`config.mk`:
```
export PLATFORM = sky130hd
export DESIGN_NAME = univ_mod_counter
export DESIGN_NICKNAME = d
export VERILOG_FILES = /design/src/rtl/univ_cnt_pkg.sv /design/src/rtl/mod_step_calc.sv /design/src/rtl/univ_mod_counter.sv
export SDC_FILE = /design/constraint.sdc
export NUM_CORES = 1
export LEC_CHECK = 0
export BUFFER_PORTS_ARGS = -buffer_cell sky130_fd_sc_hd__buf_2
export CAP_MARGIN = 20
export CORE_ASPECT_RATIO = 0.8
export CORE_MARGIN = 2
export CORE_UTILIZATION = 23
export CTS_CLUSTER_SIZE = 10
export DETAILED_ROUTE_END_ITERATION = 12
export MAX_ROUTING_LAYER = met4
export PLACE_DENSITY = 0.44
export SYNTH_ARGS = -nofsm -noshare
export SYNTH_HDL_FRONTEND = slang
export SYNTH_HIERARCHICAL = 1
export SYNTH_SLANG_ARGS = --single-unit
export TNS_END_PERCENT = 30
```
`constraint.sdc`:
```
create_clock -name clk -period 8 [get_ports clk]
set_clock_uncertainty 0.05 [all_clocks]
set_input_delay 1.6 -clock clk [delete_from_list [all_inputs] [get_ports clk]]
set_output_delay 1.6 -clock clk [all_outputs]
set_load 0.005 [all_outputs]
```
`src/rtl/univ_cnt_pkg.sv`:
```
// Shared encodings for the universal modulo counter family.
package univ_cnt_pkg;

  // Bound behaviour when a step crosses 0 or lim.
  typedef enum logic {
    CNT_WRAP = 1'b0,
    CNT_SAT  = 1'b1
  } cnt_mode_e;

  // Count direction.
  typedef enum logic {
    CNT_DN = 1'b0,
    CNT_UP = 1'b1
  } cnt_dir_e;

endpackage

```
`src/rtl/mod_step_calc.sv`:
```
// Combinational next-count calculator for one nonzero step within 0..lim.
// The effective step es is already clamped to lim+1 by the caller.
// Arithmetic is carried at N+1 bits so that lim = 2**N-1 cannot overflow.
module mod_step_calc
  import univ_cnt_pkg::*;
#(
  parameter int unsigned N = 8
) (
  input  logic [N-1:0] q,
  input  logic [N-1:0] lim,
  input  logic [N:0]   es,
  input  logic         up,
  input  logic         sat,
  output logic [N-1:0] q_next,
  output logic         evt
);

  localparam logic [N:0] ONE = (N+1)'(1);

  logic [N:0] q_w;
  logic [N:0] lim_w;
  logic [N:0] modulus;
  logic [N:0] t_up;

  // Widened operands shared by all branches.
  always_comb begin
    q_w     = {1'b0, q};
    lim_w   = {1'b0, lim};
    modulus = lim_w + ONE;
    t_up    = q_w + es;
  end

  // Select the next count and flag a bound crossing.
  always_comb begin
    q_next = q;
    evt    = 1'b0;
    if (q_w > lim_w) begin
      // Out-of-range count snaps back into range on any enabled step.
      evt = 1'b1;
      if (up == CNT_UP && sat == CNT_WRAP) q_next = '0;
      else                                 q_next = lim;
    end else if (up == CNT_UP) begin
      if (t_up <= lim_w) begin
        q_next = N'(t_up);
      end else begin
        evt = 1'b1;
        if (sat == CNT_SAT) q_next = lim;
        else                q_next = N'(t_up - modulus);
      end
    end else begin
      if (es <= q_w) begin
        q_next = N'(q_w - es);
      end else begin
        evt = 1'b1;
        if (sat == CNT_SAT) q_next = '0;
        else                q_next = N'(q_w + modulus - es);
      end
    end
  end

endmodule

```
`src/rtl/univ_mod_counter.sv`:
```
// Universal modulo counter: runtime limit and step, wrap or saturate,
// with clear/load/enable/up-down controls and a registered bound-crossing pulse.
module univ_mod_counter
  import univ_cnt_pkg::*;
#(
  parameter int unsigned N = 8,
  parameter int unsigned S = 4
) (
  input  logic         clk,
  input  logic         reset_n,
  input  logic         syn_clr,
  input  logic         load,
  input  logic         en,
  input  logic         up,
  input  logic         sat,
  input  logic [N-1:0] lim,
  input  logic [S-1:0] step,
  input  logic [N-1:0] d,
  output logic [N-1:0] q,
  output logic         max_tick,
  output logic         min_tick,
  output logic         ovf_tick
);

  localparam logic [N:0] ONE = (N+1)'(1);

  logic [N:0]   step_w;
  logic [N:0]   modulus;
  logic [N:0]   es;
  logic [N-1:0] calc_q;
  logic         calc_evt;

  // Effective step: clamp to lim+1 so one step never spans more than a period.
  always_comb begin
    step_w  = {{(N+1-S){1'b0}}, step};
    modulus = {1'b0, lim} + ONE;
    es      = (step_w < modulus) ? step_w : modulus;
  end

  mod_step_calc #(
    .N(N)
  ) u_calc (
    .q      (q),
    .lim    (lim),
    .es     (es),
    .up     (up),
    .sat    (sat),
    .q_next (calc_q),
    .evt    (calc_evt)
  );

  // Count register with clear > load > enabled step > hold priority.
  always_ff @(posedge clk or negedge reset_n) begin
    if (!reset_n) begin
      q        <= '0;
      ovf_tick <= 1'b0;
    end else if (syn_clr) begin
      q        <= '0;
      ovf_tick <= 1'b0;
    end else if (load) begin
      q        <= d;
      ovf_tick <= 1'b0;
    end else if (en && (es != '0)) begin
      q        <= calc_q;
      ovf_tick <= calc_evt;
    end else begin
      ovf_tick <= 1'b0;
    end
  end

  // Bound indicators decoded straight from the count.
  always_comb begin
    max_tick = (q == lim);
    min_tick = (q == '0);
  end

endmodule

```
==> results of run 1 <==
[report_power, final]
part           internal, W  leakage (nW)  switching [W]  total (W)
Clock            0.0000666        0.0382      0.0000222  0.0000888
Sequential       0.0000504         0.117     0.00000931  0.0000597
Combinational     0.000224          1.73       0.000316   0.000540
[worst reg2reg max path: cells and delay by family (launching register included)]
kind | cells | cell delay [ps]
multiplexers | 1 | 140
buffers and inverters | 1 | 160
AO/OA/AOI/OAI | 8 | 2010
adder cells (fa/ha/maj) | 2 | 840
flip-flops | 1 | 610
AND/OR/NAND/NOR | 4 | 760
[cell usage in the layout, fill, tap and decap left out, types with 3 or more instances in the layout]
cell type,synthesis,routed
nand4_1,4,4
nor2_1,25,25
nand2b_1,3,3
clkbuf_16,0,3
ha_1,60,60
a211o_1,3,3
o21bai_1,5,5
xor2_1,5,5
nand3_1,17,17
o21a_1,5,5
nand2_1,26,26
mux2i_1,13,13
a211oi_1,14,14
o22ai_1,3,3
a31oi_1,6,6
and3_1,4,4
nor2b_1,7,7
fa_1,10,10
buf_4,0,7
conb_1,1,18
buf_2,7,37
o21ai_1,4,4
nor3_1,11,11
o211ai_1,3,3
xnor2_1,34,34
dfrtp_1,9,9
o21ai_0,19,19
a21oi_1,29,29
a21o_1,8,8
or4_1,3,3
nor3b_1,5,5
inv_1,52,52
[layer usage]
layer	vias to the layer above	share of wire [%]	wire length [um]	GRT usage (%)
met5	-	0	0	-
met4	0	1.7	199	4.00
met3	20	6.1	734	2.84
met2	100	43	5160	23.9
met1	1611	49	5950	21.5
li1	1701	-	-	-
[how the worst min path moves through the flow]
stage	start	cells after the start	endpoint	slack [ps]
4_1_cts	q[4]	3	q[4]	760
2_1_floorplan	q[7]	2	q[7]	640
3_5_place_dp	q[4]	3	q[4]	750
3_3_place_gp	q[5]	3	q[5]	750
5_1_grt	q[6]	3	q[6]	790
6_report	q[5]	3	q[5]	750
[registers in the layout (all words and copies together), names as in the netlist]
signal / flops
q: 8
ovf_tick: 1
[logic make-up after synthesis]
kind of cell	share of synthesized area [%]
and+or+nand+nor	18.9
adders and majority gates	27.2
AOI/OAI and AO/OA	24.2
DFF	6.43
buffers and inverters	8.00
xor gates and xnor gates	10.5
other	0.107
muxes	4.68
[through the flow]
| step | instances | setup WS, ps | instance area, sq um |
|---|---|---|---|
| floorplan | 470 | 1170 | 3570 |
| global placement | 685 | 549 | 3960 |
| detailed placement | 685 | 408 | 3960 |
| CTS | 689 | 633 | 4030 |
| global route | 689 | 219 | 4030 |
| finish | 689 | 642 | 4030 |
[area by class of cell]
| type | instances | share of cell area, % |
|---|---|---|
| repair buffers | 44 | 5.89 |
| flip-flops and latches | 9 | 5.58 |
| inverters | 52 | 4.84 |
| clock buffers | 4 | 1.95 |
| well taps | 189 | 5.86 |
| multi-input cells | 391 | 75.9 |
==> qor.csv, run 1 <==
metric;value;unit
grt_overflow_total;0;
netlist.area_leader.share;21.4;%
reg2reg_depth;16;
routed_wl;12000;um
clk_pin_slew;40;ps
max_freq;136;MHz
postCtsSetupRepairBufs;0;
via_count;3432;
ant_nets;0;
fin_util;27.0;%
p_leak;1.88;nW
synth_area_leaders;ha_1 (21%), xnor2_1 (8.5%), dfrtp_1 (6.4%);
regToRegStartpoint;q[3];
grt_first_pass_wirelength;19100;um
critPathKind;input pin to register;
htreeDepth;1;
setup_viol;0;
syn_area;3500;sq um
ys_types;68;
clk_path_buf_depth;2;
path_common_cell;ha_1;
grt_use_total;15.7;%
via_per_inst;4.98;
rr_endpoint;q[1];
die_area;16200;sq um
critical_path.max_stage_delay;530;ps
max_slew_margin;35.4;%
maxSlewViolCount;0;
required;8090;ps
rsz0062_at_grt;false;
irDropWorstVdd;0.0572;mV
critPathLaunch;lim[0];
cts-resized-gates;0;
die_h;114;um
nNetsFinal;598;
holdWs;748;ps
period_needed;7360;ps
wl_per_cell;17.5;um
n_antenna_cell;0;
multi_input_area;3060;sq um
clkLatencyLatePin;240;ps
yosysTopAreaCell;ha_1;
critPathCapture;q[1];
maxCapViolCount;0;
tightest_slew;957;ps
antenna_found_initial;0;
path_cells;buf_2 > ha_1 > xnor2_1 > ha_1 > o21a_1 > o2bb2ai_1 > a211o_1 > o21ai_0 > ha_1 > nand2b_1 > a21o_1 > and3_1 > a211o_1 > ha_1 > a2111oi_0 > o21ai_1 > a21oi_1 > or2_2 > and2_1 > a21oi_1 > a221oi_1 > mux2i_1 > a211oi_1;
status;completed;
rrSetupSlack;3370;ps
seqCellArea;225;sq um
fillers;1643;
async_reset_ff_share;100;%
synth_ff_type;dfrtp_1;
syn_to_final_growth;15.2;%
critical_path.top_delay_family;compound AO/OA/AOI/OAI gates;
ys_top_cells_by_count;ha_1 (60), inv_1 (52), xnor2_1 (34), a21oi_1 (29), nand2_1 (26);
clock-sinks;9;
total_power;0.000689;W
synth_most_common_cell;ha_1;
yosysSeqAreaShare;6.43;%
initial_core_util;23.4;%
crit_arrival;7450;ps
rows;40;
crit_slowest_cell;o21ai_0;
first_iter_violations;208;
drc;0;
end_kind;register;
syn_area_per_cell;7.73;sq um
cp_max_fo;16;
crit_cells;23;
grt_start_max_net_pins;20;
power.density;171;nW/um^2
tns;0;ps
postSynthCellCount;453;
cts_made_buffers;3;
core_area;15000;sq um
finalWeightedCongestion;0.957;
grt_pass1_vias;3500;
drive_gt1_share;12.2;%
cts_root_buffer;clkbuf_16;
yosysWarnings;6;
crit_path_start_kind;input pin;
crit_buf_inv;1;
hold_viol;0;
finalCritPeriodShare;92.0;%
port_buffers;37;
dr.pass1.iters;5;
postCtsHoldBufs;0;
cts_tree;built;
die_w;142;um
io_pins;38;
min_path_type;register to register;
synth_edf_count;0;
dp_hpwl;9920;um
synth-seq-cells;9;
(Power assumes the default switching activity.)
==> run 2, diff against run 1 <==
--- a/config.mk
+++ b/config.mk
@@ -5,6 +5,7 @@
 export SDC_FILE = /design/constraint.sdc
 export NUM_CORES = 1
 export LEC_CHECK = 0
+export ABC_AREA = 1
 export BUFFER_PORTS_ARGS = -buffer_cell sky130_fd_sc_hd__buf_2
 export CAP_MARGIN = 20
 export CORE_ASPECT_RATIO = 0.8
==> qor.csv, run 2 <==
metric;value;unit;change
critPathLaunch;lim[0];;
postSynthCellCount;588;;+30%
reg2reg_depth;23;;+7
rr_endpoint;q[5];;
synth-seq-cells;9;;unchanged
pwr-share-seq;10.6;%;+1.9 points
wl_met3;450;um;-39%
n_antenna_cell;0;;unchanged
critPathKind;input pin to register;;
finalCritPeriodShare;82.0;%;-9.9 points
min_to;q[0];;
ant_nets;0;;unchanged
rrSetupSlack;3810;ps;+440 ps
rsz0062_at_grt;false;;
total_power;0.000702;W;+1.9%
finalWeightedCongestion;0.940;;-1.7%
wl_per_cell;15.2;um;-13%
wl_met2;5510;um;+6.8%
maxSlewViolCount;0;;unchanged
path_common_cell;nand2_1;;
clk_path_buf_depth;2;;unchanged
cts_made_buffers;3;;unchanged
top_layer;met4;;
grt_first_pass_wirelength;20300;um;+6.0%
dpl_cell_area;4120;sq um;+4.1%
drive_gt1_share;12.0;%;-0.23 points
swShare;55.3;%;+4.8 points
p_comb_share;77.1;%;-1.3 points
tightest_slew;598;ps;-359 ps
netlist.area_leader.share;20.4;%;-1.0 points
grt_overflow_total;0;;unchanged
port_buffers;37;;unchanged
clock-sinks;9;;unchanged
initial_core_util;23.4;%;+0.031 points
min_path_type;register to register;;
period_needed;6560;ps;-795 ps
max_slew_margin;60.1;%;+25 points
place_ws;1220;ps;+809 ps
ys_types;43;;-37%
crit_path_start_kind;input pin;;
hold_viol;0;;unchanged
syn_area;3680;sq um;+5.0%
largestRegisters;q: 8 flops, ovf_tick: 1 flops;;
antenna_found_initial;0;;unchanged
synth_area_leaders;ha_1 (20%), nand2_1 (19%), inv_1 (8.7%);;
tns;0;ps;unchanged
dp_hpwl;10800;um;+9.1%
status;completed;;
max_freq;152;MHz;+12%
synth_ff_type;dfrtp_1;;
rows;41;;+2.5%
cts-resized-gates;0;;unchanged
via_per_inst;4.49;;-9.9%
cts_root_buffer;clkbuf_16;;
maxCapViolCount;0;;unchanged
min_path_cells;2;;-1
top_register;q;;
postCtsSetupRepairBufs;0;;unchanged
layout_common_cells;nand2_1 (182), inv_1 (85), nand3_1 (61);;
final_common_cell;nand2_1;;
grt_pass1_vias;3743;;+6.9%
core_area;15700;sq um;+4.9%
critical_path.max_stage_delay;550;ps;+20 ps
end_kind;register;;
fin_ws;1440;ps;+795 ps
postCtsHoldBufs;0;;unchanged
syn_area_per_cell;6.26;sq um;-19%
ys_top_cells_by_count;nand2_1 (182), inv_1 (85), nand3_1 (61), ha_1 (60), a21oi_1 (38);;
grt_start_max_net_pins;17;;-15%
syn_to_final_growth;14.1;%;
clkLatencyLatePin;230;ps;about the same
cp_max_fo;13;;-3
required;8120;ps;+30 ps
synth_edf_count;0;;unchanged
clk_pin_slew;40;ps;about the same
min_from;q[0];;
first_iter_violations;229;;+10%
cell_internal_pwr;0.000313;W;-8.0%
crit_arrival;6680;ps;-770 ps
clockPowerShare;12.3;%;-0.6 points
largest_register_ffs;8;;unchanged
irDropWorstVdd;0.0852;mV;+49%
die_w;145;um;+2.4%
via_count;3816;;+11%
power.density;167;nW/um^2;-2.1%
crit_slowest_cell;fa_1;;
die_area;17000;sq um;+4.9%
io_pins;38;;unchanged
place_inst;846;;+24%
regToRegStartpoint;q[3];;
async_reset_ff_share;100;%;unchanged
synth_most_common_cell;nand2_1;;
dr.pass1.iters;4;;-1
drc;0;;unchanged
power_switching;0.000388;W;+12%
yosysSeqAreaShare;6.12;%;-0.31 points
wl_met1;6830;um;+15%
yosysWarnings;6;;unchanged
htreeDepth;1;;unchanged
instances_no_fill;850;;+23%
p_leak;2.30;nW;+22%
yosysTopAreaCell;ha_1;;
setup_viol;0;;unchanged
final_cell_area;4200;sq um;+4.0%
die_h;117;um;+2.4%
grt_use_total;15.7;%;+0.073 points
routed_wl;12900;um;+7.0%
nNetsFinal;733;;+23%
cts_tree;built;;
==> run 2: worst max-delay path by stage <==
stage          endpoint  cells past startpoint
6_report           q[5]                     33
5_1_grt            q[5]                     33
4_1_cts            q[5]                     33
3_5_place_dp       q[5]                     33
3_3_place_gp       q[5]                     33
2_1_floorplan      q[5]                     35
==> run 2: layer usage <==
metal,GRT usage [%],up-vias
li1,-,1967
met1,22.6,1748
met2,25.2,95
met3,1.09,6
met5,-,-
met4,1.83,0
==> run 2: logic make-up (layout without fill, tap and decap cells) <==
family                   count (synthesis)  after routing  share of synthesized area [%]
AND/OR/NAND/NOR                        308            308                           38.9
buffers and inverters                  104            135                           11.6
adder cells (fa/ha/maj)                 70             70                           25.9
AO/OA/AOI/OAI                           67             67                           10.4
XOR/XNOR                                29             29                           6.90
flip-flops                               9              9                           6.12
other                                    1             17                          0.102
==> run 2: worst max-delay path: cells and delay by family <==
family,cells,cell delay (ps)
AOI/OAI and AO/OA,3,500
and+or+nand+nor,22,2080
buffers and inverters,2,340
adders and majority gates,4,1460
xor gates and xnor gates,2,680
==> run 2: layout make-up <==
| type | count | area [sq um] |
|---|---|---|
| clock buffer | 4 | 78.8 |
| fill | 1864 | 11500 |
| inverter | 94 | 353 |
| multi-input combinational | 491 | 3090 |
| sequential | 9 | 225 |
| tap | 215 | 269 |
| timing repair buffer | 37 | 185 |
==> run 2: power groups by stage <==
stage	clock network [W]	registers [W]	logic (W)
after floorplan	0	0.0000632	0.000393
after detailed placement	0	0.0000758	0.000533
after CTS	0.0000883	0.0000753	0.000538
after global placement	0	0.0000757	0.000532
after global routing	0.0000918	0.0000765	0.000612
final	0.0000866	0.0000741	0.000541
==> run 2: stage by stage <==
| stage | utilization, % | hold slack (ps) |
|---|---|---|
| 6_report | 26.7 | 681 |
| 5_1_grt | 26.7 | 748 |
| 4_1_cts | 26.7 | 695 |
| 3_5_place_dp | 26.2 | 688 |
| 3_3_place_gp | 26.2 | 686 |
| 2_1_floorplan | - | 563 |
==> run 3, diff against run 2 <==
--- a/config.mk
+++ b/config.mk
@@ -5,7 +5,7 @@
 export SDC_FILE = /design/constraint.sdc
 export NUM_CORES = 1
 export LEC_CHECK = 0
-export ABC_AREA = 1
+export ABC_AREA = 0
 export BUFFER_PORTS_ARGS = -buffer_cell sky130_fd_sc_hd__buf_2
 export CAP_MARGIN = 20
 export CORE_ASPECT_RATIO = 0.8
@@ -14,7 +14,7 @@
 export CTS_CLUSTER_SIZE = 10
 export DETAILED_ROUTE_END_ITERATION = 12
 export MAX_ROUTING_LAYER = met4
-export PLACE_DENSITY = 0.44
+export PLACE_DENSITY = 0.45
 export SYNTH_ARGS = -nofsm -noshare
 export SYNTH_HDL_FRONTEND = slang
 export SYNTH_HIERARCHICAL = 1
==> constraint.sdc (replaced) <==
create_clock -name clk -period 5.9 [get_ports clk]
set_clock_uncertainty 0.05 [all_clocks]
set_input_delay 1.18 -clock clk [delete_from_list [all_inputs] [get_ports clk]]
set_output_delay 1.18 -clock clk [all_outputs]
set_load 0.005 [all_outputs]
==> qor.csv, run 3 (same netlist as run 1, synthesis figures left out) <==
metric;value;unit;change
status;completed;;
dp_hpwl;10600;um;-2.4%
total_power;0.00114;W;+63%
top_register;q;;
core_area;15000;sq um;-4.7%
setup_viol;0;;unchanged
die_area;16200;sq um;-4.7%
wl_met3;436;um;-3.1%
drc;0;;unchanged
routed_wl;12900;um;about the same
dpl_cell_area;4480;sq um;+8.9%
layout_common_cells;buf_4 (70), inv_1 (51), ha_1 (50);;
min_path_type;register to register;;
cp_max_fo;8;;-5
tightest_slew;819;ps;+221 ps
dr.pass1.iters;4;;unchanged
finalWeightedCongestion;0.932;;-0.84%
irDropWorstVdd;0.0873;mV;+2.5%
clock-sinks;9;;unchanged
wl_met2;5740;um;+4.2%
crit_path_start_kind;input pin;;
clk_path_buf_depth;2;;unchanged
rows;40;;-2.4%
grt_start_max_net_pins;20;;+3
io_pins;38;;unchanged
n_antenna_cell;0;;unchanged
cts_tree;built;;
p_leak;2.29;nW;-0.74%
maxSlewViolCount;0;;unchanged
antenna_found_initial;0;;unchanged
largest_register_ffs;8;;unchanged
end_kind;register;;
path_cells;buf_12 > ha_4 > or3_4 > a211o_1 > a211o_4 > buf_6 > o21ai_4 > ha_4 > nand2b_1 > a21o_1 > and3_1 > a211o_1 > ha_4 > a2111oi_4 > o21ai_1 > a21oi_2 > or2_4 > buf_6 > and2_4 > a21oi_2 > a221oi_2 > mux2i_1 > a211oi_2;;
first_iter_violations;203;;-11%
top_layer;met4;;
place_inst;748;;-12%
die_w;142;um;-2.4%
wl_per_cell;17.0;um;+12%
via_per_inst;4.85;;+7.9%
instances_no_fill;759;;-11%
drive_gt1_share;30.5;%;+19 points
cts_made_buffers;3;;unchanged
grt_overflow_total;0;;unchanged
final_cell_area;4920;sq um;+17%
grt_pass1_vias;3683;;-1.6%
syn_to_final_growth;40.6;%;
critPathKind;input pin to register;;
crit_slowest_cell;a211o_4;;
max_freq;171;MHz;
period_needed;5840;ps;
htreeDepth;1;;unchanged
required;5990;ps;-2130 ps
nNetsFinal;668;;-8.9%
max_slew_margin;45.4;%;-15 points
ant_nets;0;;unchanged
grt_use_total;16.6;%;+0.90 points
path_common_cell;ha_4;;
largestRegisters;q: 8 flops, ovf_tick: 1 flops;;
critical_path.max_stage_delay;400;ps;-150 ps
initial_core_util;23.4;%;-0.031 points
crit_arrival;5920;ps;-760 ps
clk_pin_slew;40;ps;about the same
clkLatencyLatePin;230;ps;about the same
cts_root_buffer;clkbuf_16;;
grt_first_pass_wirelength;20200;um;-0.28%
finalCritPeriodShare;98.9;%;
hold_viol;0;;unchanged
final_common_cell;buf_4;;
postCtsHoldBufs;0;;unchanged
power.density;232;nW/um^2;+39%
wl_met1;6490;um;-5.0%
port_buffers;37;;unchanged
maxCapViolCount;0;;unchanged
rsz0062_at_grt;true;;
die_h;114;um;-2.3%
rrSetupSlack;1480;ps;-2330 ps
via_count;3678;;-3.6%
## run 3: where the power goes
| part | internal, W | total (W) | switching [W] |
|---|---|---|---|
| sequential | 0.0000684 | 0.0000794 | 0.0000110 |
| clock | 0.0000902 | 0.000119 | 0.0000283 |
| combinational | 0.000459 | 0.000943 | 0.000484 |
## run 3: worst paths after layout
path | from | to | depth (start not counted)
worst max-delay path | lim[1] | q[1] | 23
worst min-delay path | q[7] | q[7] | 2
worst max register to register | q[6] | q[1] | 17
worst min register to register | q[7] | q[7] | 2
max in group asynchronous | reset_n | q[2] | 1
min in group asynchronous | reset_n | ovf_tick | 1
## run 3: area by class of cell
| cell class | count | area (sq um) |
|---|---|---|
| clock buffers | 4 | 78.8 |
| fillers | 1566 | 10000 |
| inverters | 52 | 195 |
| multi-input cells | 391 | 3370 |
| flip-flops and latches | 9 | 225 |
| well taps | 189 | 236 |
| repair buffers | 114 | 823 |
## run 3: routing by layer
metal | up-vias | global-route usage (%)
li1 | 1832 | -
met1 | 1773 | 23.6
met2 | 61 | 26.1
met3 | 12 | 1.25
met4 | 0 | 3.27
met5 | - | -
## run 3: timing repair
action / 4_1_cts / 5_1_grt
buffers inserted: 4 / 3
pin swaps: 11 / 35
endpoints found under the setup margin: 8 / 8
gates resized for setup: 25 / 40
gates cloned: 0 / 0
## run 3: through the flow
step           util (%)  setup WS [ps]  hold slack [ps]  setup TNS [ps]
2_1_floorplan         -           13.1              639               0
3_3_place_gp       30.0           -644              731           -3100
3_5_place_dp       30.0           -771              731           -4490
4_1_cts            31.5           5.52              740               0
5_1_grt            32.9           -107              754            -356
6_report           32.9           64.5              734               0
## run 3: worst max-delay path, delay by kind of cell
kind / cells / cell delay (ps)
buffers and inverters: 3 / 380
AND/OR/NAND/NOR: 5 / 930
multiplexers: 1 / 140
adder cells (fa/ha/maj): 3 / 650
AO/OA/AOI/OAI: 11 / 2650
